<file path="src/rtl/pipe_stage_reg_pkg.sv">
// Shared types and constants for the generic pipeline stage register (package pipe_pkg).
// Control-word field layout and data-lane indices used by the ID/EX, EX/MEM and MEM/WB instances.
package pipe_pkg;

    typedef enum logic [1:0] {
        EMPTY = 2'd0,
        ONE   = 2'd1,
        TWO   = 2'd2
    } pipe_state_e;

    localparam int unsigned DATA_W_DEF    = 32;
    localparam int unsigned NUM_LANES_DEF = 8;
    localparam int unsigned CTRL_W_DEF    = 24;
    localparam int unsigned CNT_W         = 32;

    localparam logic [CTRL_W_DEF-1:0] CTRL_BUBBLE_DEF = '0;

    // Control-word field widths (23 bits used, MSB is padding)
    localparam int unsigned REGDST_W   = 2;
    localparam int unsigned ALUOP_W    = 6;
    localparam int unsigned ALUSRC0_W  = 2;
    localparam int unsigned ALUSRC1_W  = 2;
    localparam int unsigned MUXSTORE_W = 2;
    localparam int unsigned BRANCH_W   = 1;
    localparam int unsigned MEMREAD_W  = 1;
    localparam int unsigned MEMWRITE_W = 1;
    localparam int unsigned JREG_W     = 1;
    localparam int unsigned REGWRITE_W = 1;
    localparam int unsigned MEMREG_W   = 2;
    localparam int unsigned MUXLOAD_W  = 2;

    localparam int unsigned REGDST_OFF   = 0;
    localparam int unsigned ALUOP_OFF    = REGDST_OFF   + REGDST_W;
    localparam int unsigned ALUSRC0_OFF  = ALUOP_OFF    + ALUOP_W;
    localparam int unsigned ALUSRC1_OFF  = ALUSRC0_OFF  + ALUSRC0_W;
    localparam int unsigned MUXSTORE_OFF = ALUSRC1_OFF  + ALUSRC1_W;
    localparam int unsigned BRANCH_OFF   = MUXSTORE_OFF + MUXSTORE_W;
    localparam int unsigned MEMREAD_OFF  = BRANCH_OFF   + BRANCH_W;
    localparam int unsigned MEMWRITE_OFF = MEMREAD_OFF  + MEMREAD_W;
    localparam int unsigned JREG_OFF     = MEMWRITE_OFF + MEMWRITE_W;
    localparam int unsigned REGWRITE_OFF = JREG_OFF     + JREG_W;
    localparam int unsigned MEMREG_OFF   = REGWRITE_OFF + REGWRITE_W;
    localparam int unsigned MUXLOAD_OFF  = MEMREG_OFF   + MEMREG_W;
    localparam int unsigned CTRL_USED_W  = MUXLOAD_OFF  + MUXLOAD_W;

    localparam int unsigned LANE_PC      = 0;
    localparam int unsigned LANE_RS      = 1;
    localparam int unsigned LANE_RT      = 2;
    localparam int unsigned LANE_ADDR_RS = 3;
    localparam int unsigned LANE_ADDR_RT = 4;
    localparam int unsigned LANE_RD      = 5;
    localparam int unsigned LANE_SEXT    = 6;
    localparam int unsigned LANE_ZEXT    = 7;

endpackage

</file>
<file path="src/rtl/pipe_stage_reg_if.sv">
// Upstream/downstream valid-ready bus of one pipeline stage plus its flush input.
interface pipe_stage_reg_if #(
    parameter int unsigned DATA_W    = 32,
    parameter int unsigned NUM_LANES = 8,
    parameter int unsigned CTRL_W    = 24
);
    logic                          in_valid;
    logic                          in_ready;
    logic [CTRL_W-1:0]             in_ctrl;
    logic [NUM_LANES*DATA_W-1:0]   in_data;
    logic                          flush;
    logic                          out_valid;
    logic                          out_ready;
    logic [CTRL_W-1:0]             out_ctrl;
    logic [NUM_LANES*DATA_W-1:0]   out_data;

    modport slave (
        input  in_valid, in_ctrl, in_data, flush, out_ready,
        output in_ready, out_valid, out_ctrl, out_data
    );

    modport master (
        output in_valid, in_ctrl, in_data, flush, out_ready,
        input  in_ready, out_valid, out_ctrl, out_data
    );
endinterface

</file>
<file path="src/rtl/pipe_stage_reg_stats.sv">
// Saturating stall/bubble/flush event counters for one pipeline stage (module pipe_stage_stats).
module pipe_stage_stats
    import pipe_pkg::*;
(
    input  logic             Clk,
    input  logic             Rst_n,
    input  logic             stall_i,
    input  logic             bubble_i,
    input  logic             flush_i,
    output logic [CNT_W-1:0] stall_cnt_o,
    output logic [CNT_W-1:0] bubble_cnt_o,
    output logic [CNT_W-1:0] flush_cnt_o
);
    logic [CNT_W-1:0] stall_q, bubble_q, flush_q;

    // Each counter sticks at all-ones instead of wrapping
    always_ff @(posedge Clk) begin
        if (!Rst_n) begin
            stall_q  <= '0;
            bubble_q <= '0;
            flush_q  <= '0;
        end else begin
            stall_q  <= stall_q  + CNT_W'(stall_i  && (stall_q  != '1));
            bubble_q <= bubble_q + CNT_W'(bubble_i && (bubble_q != '1));
            flush_q  <= flush_q  + CNT_W'(flush_i  && (flush_q  != '1));
        end
    end

    assign stall_cnt_o  = stall_q;
    assign bubble_cnt_o = bubble_q;
    assign flush_cnt_o  = flush_q;
endmodule

</file>
<file path="src/rtl/pipe_stage_reg.sv">
// Flow-controlled pipeline stage register with 2-entry skid buffer and synchronous flush.
// Optional PIPE_STAGE_STATS_EN adds stall/bubble/flush counters.
module pipe_stage_reg
    import pipe_pkg::*;
#(
    parameter int unsigned DATA_W      = DATA_W_DEF,
    parameter int unsigned NUM_LANES   = NUM_LANES_DEF,
    parameter int unsigned CTRL_W      = CTRL_W_DEF,
    parameter logic [CTRL_W-1:0] CTRL_BUBBLE = CTRL_W'(CTRL_BUBBLE_DEF)
) (
    input  logic              Clk,
    input  logic              Rst_n,
    pipe_stage_reg_if.slave   bus
`ifdef PIPE_STAGE_STATS_EN
    ,
    output logic [CNT_W-1:0]  stall_cnt,
    output logic [CNT_W-1:0]  bubble_cnt,
    output logic [CNT_W-1:0]  flush_cnt
`endif
);
    localparam int unsigned BUS_W = NUM_LANES * DATA_W;

    pipe_state_e       state_q, state_d;
    logic [CTRL_W-1:0] ctrl_q, ctrl_d, skid_ctrl_q, skid_ctrl_d;
    logic [BUS_W-1:0]  data_q, data_d, skid_data_q, skid_data_d;
    logic              in_ready_q, in_ready_d;
    logic              acc, deq;

    always_ff @(posedge Clk) begin
        if (!Rst_n) begin
            state_q     <= EMPTY;
            ctrl_q      <= CTRL_BUBBLE;
            data_q      <= '0;
            skid_ctrl_q <= '0;
            skid_data_q <= '0;
            in_ready_q  <= 1'b0;
        end else begin
            state_q     <= state_d;
            ctrl_q      <= ctrl_d;
            data_q      <= data_d;
            skid_ctrl_q <= skid_ctrl_d;
            skid_data_q <= skid_data_d;
            in_ready_q  <= in_ready_d;
        end
    end

    // ctrl_q is the output control word itself, so it is loaded with the bubble on entering EMPTY
    always_comb begin
        state_d     = state_q;
        ctrl_d      = ctrl_q;
        data_d      = data_q;
        skid_ctrl_d = skid_ctrl_q;
        skid_data_d = skid_data_q;
        acc         = bus.in_valid && in_ready_q;
        deq         = (state_q != EMPTY) && bus.out_ready;

        if (bus.flush) begin
            state_d = EMPTY;
            ctrl_d  = CTRL_BUBBLE;
        end else begin
            unique case (state_q)
                EMPTY: begin
                    if (acc) begin
                        state_d = ONE;
                        ctrl_d  = bus.in_ctrl;
                        data_d  = bus.in_data;
                    end
                end
                ONE: begin
                    if (acc && !deq) begin
                        state_d     = TWO;
                        skid_ctrl_d = bus.in_ctrl;
                        skid_data_d = bus.in_data;
                    end else if (acc && deq) begin
                        ctrl_d = bus.in_ctrl;
                        data_d = bus.in_data;
                    end else if (deq) begin
                        state_d = EMPTY;
                        ctrl_d  = CTRL_BUBBLE;
                    end
                end
                TWO: begin
                    if (deq) begin
                        state_d = ONE;
                        ctrl_d  = skid_ctrl_q;
                        data_d  = skid_data_q;
                    end
                end
                default: begin
                    state_d = EMPTY;
                    ctrl_d  = CTRL_BUBBLE;
                end
            endcase
        end

        in_ready_d = (state_d != TWO);
    end

    assign bus.in_ready  = in_ready_q;
    assign bus.out_valid = (state_q != EMPTY);
    assign bus.out_ctrl  = ctrl_q;
    assign bus.out_data  = data_q;

`ifdef PIPE_STAGE_STATS_EN
    pipe_stage_stats u_stats (
        .Clk          (Clk),
        .Rst_n        (Rst_n),
        .stall_i      ((state_q != EMPTY) && !bus.out_ready),
        .bubble_i     (state_q == EMPTY),
        .flush_i      (bus.flush),
        .stall_cnt_o  (stall_cnt),
        .bubble_cnt_o (bubble_cnt),
        .flush_cnt_o  (flush_cnt)
    );
`endif
endmodule

</file>
<file path="src/flat_wrapper.sv">
// flat-port wrapper written by rule: the top's interface ports become plain ports
module pipe_stage_reg_flat import pipe_pkg::*;
#(
    parameter int unsigned DATA_W      = DATA_W_DEF,
    parameter int unsigned NUM_LANES   = NUM_LANES_DEF,
    parameter int unsigned CTRL_W      = CTRL_W_DEF,
    parameter logic [CTRL_W-1:0] CTRL_BUBBLE = CTRL_W'(CTRL_BUBBLE_DEF)
)
  (Clk, Rst_n, bus_in_valid, bus_in_ctrl, bus_in_data, bus_flush, bus_out_ready, bus_in_ready, bus_out_valid, bus_out_ctrl, bus_out_data);
  pipe_stage_reg_if #(.DATA_W(DATA_W), .NUM_LANES(NUM_LANES), .CTRL_W(CTRL_W)) bus_i ();
  input  logic Clk;
  input  logic Rst_n;
  input wire logic [$bits(bus_i.in_valid)-1:0] bus_in_valid;
  input wire logic [$bits(bus_i.in_ctrl)-1:0] bus_in_ctrl;
  input wire logic [$bits(bus_i.in_data)-1:0] bus_in_data;
  input wire logic [$bits(bus_i.flush)-1:0] bus_flush;
  input wire logic [$bits(bus_i.out_ready)-1:0] bus_out_ready;
  output wire logic [$bits(bus_i.in_ready)-1:0] bus_in_ready;
  output wire logic [$bits(bus_i.out_valid)-1:0] bus_out_valid;
  output wire logic [$bits(bus_i.out_ctrl)-1:0] bus_out_ctrl;
  output wire logic [$bits(bus_i.out_data)-1:0] bus_out_data;
  assign bus_i.in_valid = bus_in_valid;
  assign bus_i.in_ctrl = bus_in_ctrl;
  assign bus_i.in_data = bus_in_data;
  assign bus_i.flush = bus_flush;
  assign bus_i.out_ready = bus_out_ready;
  assign bus_in_ready = bus_i.in_ready;
  assign bus_out_valid = bus_i.out_valid;
  assign bus_out_ctrl = bus_i.out_ctrl;
  assign bus_out_data = bus_i.out_data;
  pipe_stage_reg #(.DATA_W(DATA_W), .NUM_LANES(NUM_LANES), .CTRL_W(CTRL_W), .CTRL_BUBBLE(CTRL_BUBBLE)) u_core (.Clk(Clk), .Rst_n(Rst_n), .bus(bus_i));
endmodule
</file>
<file path="config.mk">
export PLATFORM = sky130hd
export DESIGN_NAME = pipe_stage_reg_flat
export DESIGN_NICKNAME = d
export VERILOG_FILES = /design/src/rtl/pipe_stage_reg_pkg.sv /design/src/rtl/pipe_stage_reg_if.sv /design/src/rtl/pipe_stage_reg_stats.sv /design/src/rtl/pipe_stage_reg.sv /design/src/flat_wrapper.sv
export SDC_FILE = /design/constraint.sdc
export NUM_CORES = 1
export LEC_CHECK = 0
export ABC_AREA = 1
export CAP_MARGIN = 20
export CORE_MARGIN = 3
export CORE_UTILIZATION = 45
export CTS_CLUSTER_SIZE = 10
export DETAILED_ROUTE_END_ITERATION = 16
export PLACE_DENSITY = 0.77
export SETUP_SLACK_MARGIN = 0.5
export SYNTH_ARGS = -nofsm -noshare
export SYNTH_HDL_FRONTEND = slang
export SYNTH_SLANG_ARGS = --single-unit
</file>
<file path="constraint.sdc">
create_clock -name Clk -period 1.5 [get_ports Clk]
set_input_delay 0.375 -clock Clk [delete_from_list [all_inputs] [get_ports Clk]]
set_output_delay 0.375 -clock Clk [all_outputs]
set_load 0.01 [all_outputs]
</file>
==> flow_metrics.py <==
metrics = {
    "status": {
        "status": "complete, but fails checks",
        "failed_checks": "negative setup slack",
    },
    "sta": {
        "post-route-period-util": 1.222,
        "finalHoldViolations": 0,
        "tightest_slew_ps": 482.8,
        "fin_crit_ps": 1833,
        "rsz0062_at_grt": "yes",
        "maxSlewViolCount": 0,
        "slew-limit-headroom": 0.6747,
        "max_freq_mhz": 545.4,
        "fin_ws_ps": -333.4,
        "fin_tns_setup_ps": -82780,
        "setup_violations": 564,
        "skew_ps": 22.40,
    },
    "place": {
        "io_buffers": 566,
        "dpl.hpwl_um": 50900,
        "dpl_cell_area_sq_mm": 0.03006,
        "gp_congestion": 0.8746,
    },
    "pwr": {
        "pwr-share-comb": 0.140,
        "power.switching_mw": 8.948,
        "p_per_area_mw_per_mm2": 953.2,
        "peakVddDrop_mv": 1.003,
        "p_leak_nw": 14.35,
        "clock_power_share": 0.410,
        "internal_power_mw": 26.05,
        "sw_frac_of_total": 0.2557,
        "power_frac_seq": 0.450,
    },
    "global_routing": {
        "grt_max_degree": 74,
        "grt_pass1_wl_um": 117300,
        "grt_usage": 0.2703,
        "grt.overflow.total": 0,
        "antenna_found_initial": 24,
        "grt_pass1_vias": 21780,
    },
    "yosys": {
        "synth_seq_cells": 563,
        "ys_types": 22,
        "avgSynthCellArea_sq_um": 7.292,
        "synth_cells": 3133,
        "synthTopCellsByArea": "dfxtp_1 49%, a21oi_1 12%, o21ai_0 12%",
        "yosysWarnings": 0,
        "yosysTopAreaCellShare": 0.4934,
        "seq_area_frac_synth": 0.4934,
        "synth_nets": 3418,
        "yosys.area.top_type": "dfxtp_1",
        "synthesis.area_sq_mm": 0.02284,
    },
    "cts": {
        "clk_pin_slew_ps": 60,
        "clock-root-buffer": "clkbuf_16",
        "insertion_delay_ps": 600,
        "hold_buffers": 0,
        "numCtsBuffers": 66,
        "clock-sinks": 563,
        "htree_levels": 3,
        "clockBufferDepth": 3,
        "cts_tree": "done",
    },
    "job": {
        "cap_violations": 0,
    },
    "final_layout": {
        "drive_gt1_frac": 0.3428,
        "nFillCells": 3221,
        "multiInputGateArea_sq_mm": 0.01121,
        "final_nets": 4057,
        "register_area_sq_mm": 0.01164,
        "fin_area_sq_mm": 0.03671,
        "area_growth_syn_to_layout_pct": 60.71,
        "mostFrequentLayoutCells": "460 x nand2_1, 420 x o21ai_0, 380 x a21oi_1, 302 x buf_6, 287 x dfxtp_1",
        "final_common_cell": "nand2_1",
    },
    "routing": {
        "drt.antenna.violating_nets": 0,
        "viasPerCell": 5.708,
        "highest_layer": "met5",
        "drt_iter0_drc": 2566,
        "met3_length_um": 8939,
        "drtPass1Iterations": 6,
        "drc": 0,
        "wirelength_um": 93870,
        "wirelength_met1_um": 34510,
        "post_drt_wl_per_cell_um": 21.01,
        "vias": 25505,
        "wl_met2_um": 45150,
    },
    "worst_setup_path": {
        "critical_path_arrival_ps": 2340,
        "rrSetupSlack_ps": -330,
        "critPathMaxFanout": 8,
        "crit_type": "flip-flop to flip-flop",
        "cp.required_ps": 2000,
        "endpoint_kind": "flip-flop",
        "start_kind": "flip-flop",
    },
    "die": {
        "initial_core_util": 0.4610,
        "die-area_sq_mm": 0.05350,
        "ios": 567,
        "rows": 81,
        "chipHeight_um": 231.3,
        "die_w_um": 231.3,
        "core_sq_mm": 0.04956,
    },
    "min_path": {
        "hold_path_class": "input port to flip-flop",
    },
}
[worst max-delay path: stages, from the launching register on]
cell       delay [ps]
dfxtp_4           370
buf_6             120
nand2_8            70
o21ai_4           180
nor2_4             70
buf_6             120
nand2_8           130
clkbuf_16         210
clkbuf_16         190
nand2_1            70
a21oi_1           180
[per-stage QoR]
step	power, mW	worst slack [ps]	util	instances	hold slack, ps
6_report	35.00	-333.4	0.7408	4468	144.1
3_3_place_gp	19.52	-696.7	0.6066	4248	431.0
4_1_cts	33.87	-213.1	0.6655	4367	121.3
3_5_place_dp	19.56	-734.7	0.6066	4248	434.2
5_1_grt	35.93	-378.4	0.7407	4466	145.9
2_1_floorplan	17.40	100.5	-	3133	423.7
[repair_timing]
action                                  in CTS  in global routing
setup buffers                               38                 18
endpoints found under the setup margin     845                845
gates cloned                                 1                 63
gates resized for setup                   1767                621
pin swaps                                    3                133
[layout make-up]
| cell class | count | share of cell area |
|---|---|---|
| Antenna cell | 20 | 0.001363 |
| Inverter | 290 | 0.03020 |
| Timing Repair Buffer | 842 | 0.2745 |
| Sequential cell | 563 | 0.3171 |
| Clock inverter | 5 | 0.001704 |
| Tap cell | 664 | 0.02263 |
| Multi-Input combinational cell | 2009 | 0.3052 |
| Clock buffer | 75 | 0.04734 |
[state kept, by name (all words and copies together) (netlist names)]
register             flops
u_core.bus.out_data    256
u_core.bus.in_ready      1
u_core.state_q           2
u_core.skid_ctrl_q      24
u_core.skid_data_q     256
u_core.bus.out_ctrl     24
[metal layers]
metal  vias to the layer above  track usage
met1                     11937       0.3338
li1                      11650            -
met4                         6       0.1230
met3                       362      0.06576
met2                      1550       0.4470
met5                         -            0
[final timing paths]
check / endpoint / startpoint / cells after the start
max: u_core.bus.out_data[9] / u_core.state_q[1] / 10
min reg2reg: u_core.skid_ctrl_q[11] / u_core.skid_ctrl_q[11] / 2
max reg2reg: u_core.bus.out_data[9] / u_core.state_q[1] / 10
min: u_core.skid_data_q[163] / Rst_n / 3
[power by group through the flow]
| stage | registers, mW | logic [mW] | clock network, mW |
|---|---|---|---|
| after floorplan | 16.0 | 1.44 | 0 |
| after global placement | 15.9 | 3.65 | 0 |
| after detailed placement | 15.9 | 3.69 | 0 |
| after CTS | 15.7 | 3.86 | 14.4 |
| after global routing | 15.8 | 5.18 | 15.0 |
| final | 15.8 | 4.89 | 14.3 |
[cell families (layout without fill, tap and decap cells)]
| family | Yosys count | count (layout) | synth area share |
|---|---|---|---|
| flip-flops | 563 | 563 | 0.4934 |
| AND/OR/NAND/NOR | 907 | 907 | 0.1637 |
| buffers and inverters | 561 | 1212 | 0.1011 |
| AO/OA/AOI/OAI | 1102 | 1102 | 0.2419 |
| other | 0 | 20 | 0 |
[Yosys cell counts]
library cell,instances
clkinv_1,1
o21bai_1,1
nand2_2,2
nor4_1,1
nor2_2,1
clkbuf_1,117
buf_4,2
nor2_1,2
nand2_1,641
nor3_1,1
a21oi_1,562
o21ai_2,1
buf_2,150
o21ai_1,1
dfxtp_1,563
buf_1,1
nand3_1,259
buf_6,1
inv_1,287
a21oi_2,1
o21ai_0,536
inv_2,2
Power figures use the tool's default switching activity.
